--- src/rtl/wb_arbiter_2m.sv ---
// Two-master / one-slave Wishbone B4 pipelined arbiter.
// A grant is held for the whole master cycle, ties are broken round-robin,
// accepted-but-unacknowledged requests are counted and a watchdog turns a
// hung transfer into an err towards the granted master.
module wb_arbiter_2m #(
   parameter int MAX_OUTSTANDING = 4,
   parameter int TIMEOUT_CYCLES  = 1024
) (
   input  logic        wb_clk_i,
   input  logic        wb_rst_i,
   input  logic        m0_wb_cyc_i,
   input  logic        m0_wb_stb_i,
   input  logic        m0_wb_we_i,
   input  logic [31:0] m0_wb_adr_i,
   input  logic [31:0] m0_wb_dat_i,
   input  logic [3:0]  m0_wb_sel_i,
   output logic        m0_wb_stall_o,
   output logic        m0_wb_ack_o,
   output logic        m0_wb_err_o,
   output logic [31:0] m0_wb_dat_o,
   input  logic        m1_wb_cyc_i,
   input  logic        m1_wb_stb_i,
   input  logic        m1_wb_we_i,
   input  logic [31:0] m1_wb_adr_i,
   input  logic [31:0] m1_wb_dat_i,
   input  logic [3:0]  m1_wb_sel_i,
   output logic        m1_wb_stall_o,
   output logic        m1_wb_ack_o,
   output logic        m1_wb_err_o,
   output logic [31:0] m1_wb_dat_o,
   output logic        s_wb_cyc_o,
   output logic        s_wb_stb_o,
   output logic        s_wb_we_o,
   output logic [31:0] s_wb_adr_o,
   output logic [31:0] s_wb_dat_o,
   output logic [3:0]  s_wb_sel_o,
   input  logic        s_wb_stall_i,
   input  logic        s_wb_ack_i,
   input  logic        s_wb_err_i,
   input  logic [31:0] s_wb_dat_i,
   output logic [1:0]  grant_o
);

   typedef enum logic [1:0] {IDLE = 2'd0, GNT0 = 2'd1, GNT1 = 2'd2} state_t;

   typedef struct packed {
      logic        cyc;
      logic        stb;
      logic        we;
      logic [31:0] adr;
      logic [31:0] dat;
      logic [3:0]  sel;
   } wb_req_t;

   localparam int              TW      = (TIMEOUT_CYCLES > 1) ? $clog2(TIMEOUT_CYCLES) : 1;
   localparam logic [3:0]      MAX_OUT = 4'(MAX_OUTSTANDING);
   localparam logic [TW-1:0]   T_LAST  = TW'((TIMEOUT_CYCLES > 0) ? TIMEOUT_CYCLES - 1 : 0);

   state_t        state;
   logic          last_grant;   // 0: m0 was granted last, 1: m1
   logic [3:0]    outstanding;
   logic [TW-1:0] timer;

   wb_req_t req0, req1, req;
   logic    granted, full, accept, done, timeout_err;

   assign req0 = {m0_wb_cyc_i, m0_wb_stb_i, m0_wb_we_i, m0_wb_adr_i, m0_wb_dat_i, m0_wb_sel_i};
   assign req1 = {m1_wb_cyc_i, m1_wb_stb_i, m1_wb_we_i, m1_wb_adr_i, m1_wb_dat_i, m1_wb_sel_i};
   assign req  = (state == GNT1) ? req1 : req0;

   assign granted = (state == GNT0) || (state == GNT1);
   assign full    = (outstanding == MAX_OUT);
   assign grant_o = {state == GNT1, state == GNT0};

   // Slave side is a pure decode of the state register plus the granted master.
   assign s_wb_cyc_o = granted & req.cyc;
   assign s_wb_stb_o = granted & req.stb & ~full;
   assign s_wb_we_o  = granted & req.we;
   assign s_wb_adr_o = granted ? req.adr : '0;
   assign s_wb_dat_o = granted ? req.dat : '0;
   assign s_wb_sel_o = granted ? req.sel : '0;

   assign accept = s_wb_stb_o & ~s_wb_stall_i;
   assign done   = s_wb_ack_i | s_wb_err_i | timeout_err;

   // Watchdog fires on the last quiet cycle; a real ack/err in that cycle wins.
   if (TIMEOUT_CYCLES > 0) begin : g_wd
      assign timeout_err = granted && (outstanding != 4'd0) && !s_wb_ack_i && !s_wb_err_i
                           && (timer == T_LAST);
   end else begin : g_no_wd
      assign timeout_err = 1'b0;
   end

   // Master responses: only the granted master sees the slave; the other is stalled.
   assign m0_wb_stall_o = (state == GNT0) ? (s_wb_stall_i | full) : 1'b1;
   assign m0_wb_ack_o   = (state == GNT0) & s_wb_ack_i;
   assign m0_wb_err_o   = (state == GNT0) & (s_wb_err_i | timeout_err);
   assign m0_wb_dat_o   = (state == GNT0) ? s_wb_dat_i : '0;
   assign m1_wb_stall_o = (state == GNT1) ? (s_wb_stall_i | full) : 1'b1;
   assign m1_wb_ack_o   = (state == GNT1) & s_wb_ack_i;
   assign m1_wb_err_o   = (state == GNT1) & (s_wb_err_i | timeout_err);
   assign m1_wb_dat_o   = (state == GNT1) ? s_wb_dat_i : '0;

   // Grant FSM with outstanding counter and watchdog timer.
   always_ff @(posedge wb_clk_i or posedge wb_rst_i) begin
      if (wb_rst_i) begin
         state       <= IDLE;
         last_grant  <= 1'b1;
         outstanding <= '0;
         timer       <= '0;
      end else begin
         case (state)
            IDLE: begin
               outstanding <= '0;
               timer       <= '0;
               if (m0_wb_cyc_i && (!m1_wb_cyc_i || last_grant)) begin
                  state      <= GNT0;
                  last_grant <= 1'b0;
               end else if (m1_wb_cyc_i) begin
                  state      <= GNT1;
                  last_grant <= 1'b1;
               end
            end
            GNT0, GNT1: begin
               if (!req.cyc) begin
                  // Release (also a Wishbone abort): late acks land in IDLE and are dropped.
                  state       <= IDLE;
                  outstanding <= '0;
                  timer       <= '0;
               end else begin
                  if (accept && !done)
                     outstanding <= outstanding + 4'd1;
                  else if (!accept && done && (outstanding != 4'd0))
                     outstanding <= outstanding - 4'd1;
                  if (done || (outstanding == 4'd0))
                     timer <= '0;
                  else
                     timer <= timer + TW'(1);
               end
            end
            default: state <= IDLE;
         endcase
      end
   end

endmodule

--- config.mk ---
export PLATFORM = sky130hd
export DESIGN_NAME = wb_arbiter_2m
export DESIGN_NICKNAME = d
export VERILOG_FILES = /design/src/rtl/wb_arbiter_2m.sv
export SDC_FILE = /design/constraint.sdc
export NUM_CORES = 1
export LEC_CHECK = 0
export CAP_MARGIN = 20
export CORE_AREA = 10 10 117 119
export CTS_CLUSTER_DIAMETER = 40
export CTS_CLUSTER_SIZE = 12
export DETAILED_ROUTE_END_ITERATION = 10
export DIE_AREA = 0 0 127 129
export PLACE_DENSITY_LB_ADDON = 0.1
export SLEW_MARGIN = 20
export SYNTH_ARGS = -nofsm -noshare
export SYNTH_HDL_FRONTEND = slang
export SYNTH_SLANG_ARGS = --single-unit
--- constraint.sdc ---
create_clock -name wb_clk_i -period 3.2 [get_ports wb_clk_i]
set_input_delay 0.64 -clock wb_clk_i [delete_from_list [all_inputs] [get_ports wb_clk_i]]
set_output_delay 0.64 -clock wb_clk_i [all_outputs]
set_load 0.005 [all_outputs]
==> flow_summary.toml <==
[logic_synthesis]
synth-edff-count = 0
ys_seq_area_share_pct = 15.4
synth_area_sq_mm = 0.00276
ys_async_sr_fraction_pct = 100
avgSynthCellArea_sq_um = 7.89
netlist_instances = 350
yosysWarningCount = 0
synthFlopType = "dfrtp_1"
ys_types = 40
ys_ff_latch = 17
synth.net_count = 537

[worst_setup_path]
critPathCapture = "m0_wb_err_o"
worstSetupPathType = "reg -> out"
worst_setup_path_end_kind = "output pin"
start_kind = "register"
ff2ff_setup_slack_ns = 0.20
max_stage_delay_ns = 0.54
cp.arrival_ns = 2.40
r2r_end = "outstanding[3]"
critical-path-slowest-cell = "clkdlybuf4s50_1"
crit_fanout = 3
r2r-start = "state[1]"
worst-r2r-cell-count = 11
crit_chain = "inv_1 -> ha_1 -> nand4_1 -> nor4_4 -> a21oi_1 -> nor2b_1 -> clkdlybuf4s50_1"
cp.required_ns = 2.56
startpoint = "state[1]"

[finish]
drive_above_1_share_pct = 3.19
finalNonFillerCells = 803
nFillCells = 1074
syn_to_final_growth_pct = 127
fin_nets = 847
mostFrequentLayoutCell = "clkdlybuf4s50_1"
mostFrequentLayoutCells = "clkdlybuf4s50_1, mux2i_1, nor2b_1"

[route]
antenna_left = 0
wl_mm = 17.4
routedWlPerCell_um = 21.7
vias = 3621
dr.pass1.iters = 4
routed_via_density = 4.51
drc_errors = 0
drt_iter0_drc = 254

[floorplan]
die-area_sq_mm = 0.0164
core_area_sq_mm = 0.0113
die_w_um = 127
initial_core_util_pct = 24.4
die_h_um = 129
ios = 322
rows = 39

[placement]
portBuffers = 321
place_ws_ns = 0.0350
routabilityCongestion = 0.879
hpwl_mm = 15.4
place.detailed.instances = 798

[sta]
drv_slew = 0
hold_viol_final = 0
rsz0062_at_grt = "no"
fmax_ghz = 0.329
holdWs_ns = 0.495
worst_pin_slew_ns = 0.644
clock_skew_ns = 0.00717
final-setup-viol-count = 0
fin_crit_ns = 3.04
setup_tns_ns = 0
fin_crit_sh_pct = 95.1
setup_slack_ns = 0.157
slew-limit-headroom_pct = 57.0

[clock_network]
path_clk_slew_ns = 0.06
root_buffer = "clkbuf_16"
cts_buffer_depth = 2
numCtsBuffers = 3
htreeDepth = 1
insertion_delay_ns = 0.25
cts_tree = "done"
cts.sink_count = 17
post_cts_buffers = 0

[power]
finalPower_mw = 3.79
p_leak_nw = 2.39
powerDensity_mw_per_mm2 = 605
vdd_drop_max_uv = 394

[global_routing]
grt_first_pass_wirelength_mm = 24.4
overflow = 0
antenna_found_initial = 1
grt_pass1_vias = 3724
grt_use_total_pct = 19.2
grt_max_degree = 92

[run_status]
status = "complete, no violations"

[run]
maxCapViolCount = 0

[hold_path]
hp-class = "reg -> reg"
[stage by stage]
stage               utilization, %  cell area, sq um
global route                  55.4              6270
detailed placement            54.5              6160
global placement              54.5              6160
floorplan                        -              2760
CTS                           55.2              6250
finish                        55.4              6270
[where the power goes]
part	leakage (nW)	internal (mW)	switching [mW]	total, mW
sequential	0.232	0.245	0.0305	0.276
clock	0.0409	0.168	0.0877	0.255
combinational	2.12	1.96	1.30	3.26
total	2.39	2.37	1.42	3.79
[kinds of logic after synthesis]
| family | share of synthesized area, % |
|---|---|
| buf+inv | 5.34 |
| compound gates | 7.93 |
| xor+xnor | 0.634 |
| simple gates | 39.1 |
| flops | 15.4 |
| mux | 27.7 |
| fa+ha+maj | 3.89 |
[how the worst min path moves through the flow]
| stage | startpoint | end | slack, ns | cells after the start |
|---|---|---|---|---|
| after floorplan | timer[9] | timer[9] | 0.45 | 1 |
| after global placement | timer[9] | timer[9] | 0.47 | 1 |
| after detailed placement | timer[9] | timer[9] | 0.49 | 1 |
| after CTS | timer[9] | timer[9] | 0.50 | 1 |
| after global routing | timer[9] | timer[9] | 0.53 | 1 |
| final | timer[9] | timer[9] | 0.50 | 1 |
[sequential cells by signal (all words and copies together) (netlist names)]
register and count:
state 2, last_grant 1, outstanding 4, timer 10
[cell usage after synthesis (6+ instances only)]
| master | n | area share [%] |
|---|---|---|
| dfrtp_1 | 16 | 14 |
| nor2b_1 | 71 | 16 |
| nand3_1 | 7 | 1.3 |
| nand2_1 | 11 | 1.5 |
| a31oi_1 | 6 | 1.4 |
| inv_1 | 12 | 1.6 |
| a21oi_1 | 12 | 2.2 |
| clkbuf_1 | 16 | 2.2 |
| buf_1 | 6 | 0.82 |
| ha_1 | 7 | 3.2 |
| and2_1 | 67 | 15 |
| mux2i_1 | 73 | 26 |
[final cells by class]
cell class	instances	area [sq um]	share of cell area [%]
repair buffers	331	3320	53.0
inverters	12	45.0	0.718
flip-flops and latches	17	427	6.81
multi-input cells	295	2220	35.3
clock buffers	3	75.1	1.20
diodes	1	2.50	0.0399
well taps	143	179	2.85
clock inverters	1	5.00	0.0798
[worst max-delay path, delay by kind of cell, from the launching register on]
| kind | cells | cell delay [ns] |
|---|---|---|
| compound gates | 1 | 0.16 |
| buf+inv | 2 | 0.64 |
| flops | 1 | 0.40 |
| simple gates | 3 | 0.59 |
| fa+ha+maj | 1 | 0.35 |
[metal layers]
metal | GRT usage, % | share of wire [%]
met1 | 19.7 | 36
met2 | 37.9 | 54
met5 | 0 | 0
met3 | 6.24 | 8.3
met4 | 2.28 | 0.79
[repair_timing]
| action | 4_1_cts | 5_1_grt |
|---|---|---|
| gates resized for setup | 1 | 2 |
| hold buffers | 0 | 0 |
| hold endpoints to repair | 0 | 0 |
| endpoints found under the setup margin | 2 | 4 |
| pin swaps | 0 | 1 |
Note: power is estimated with default switching activity, not from simulation.
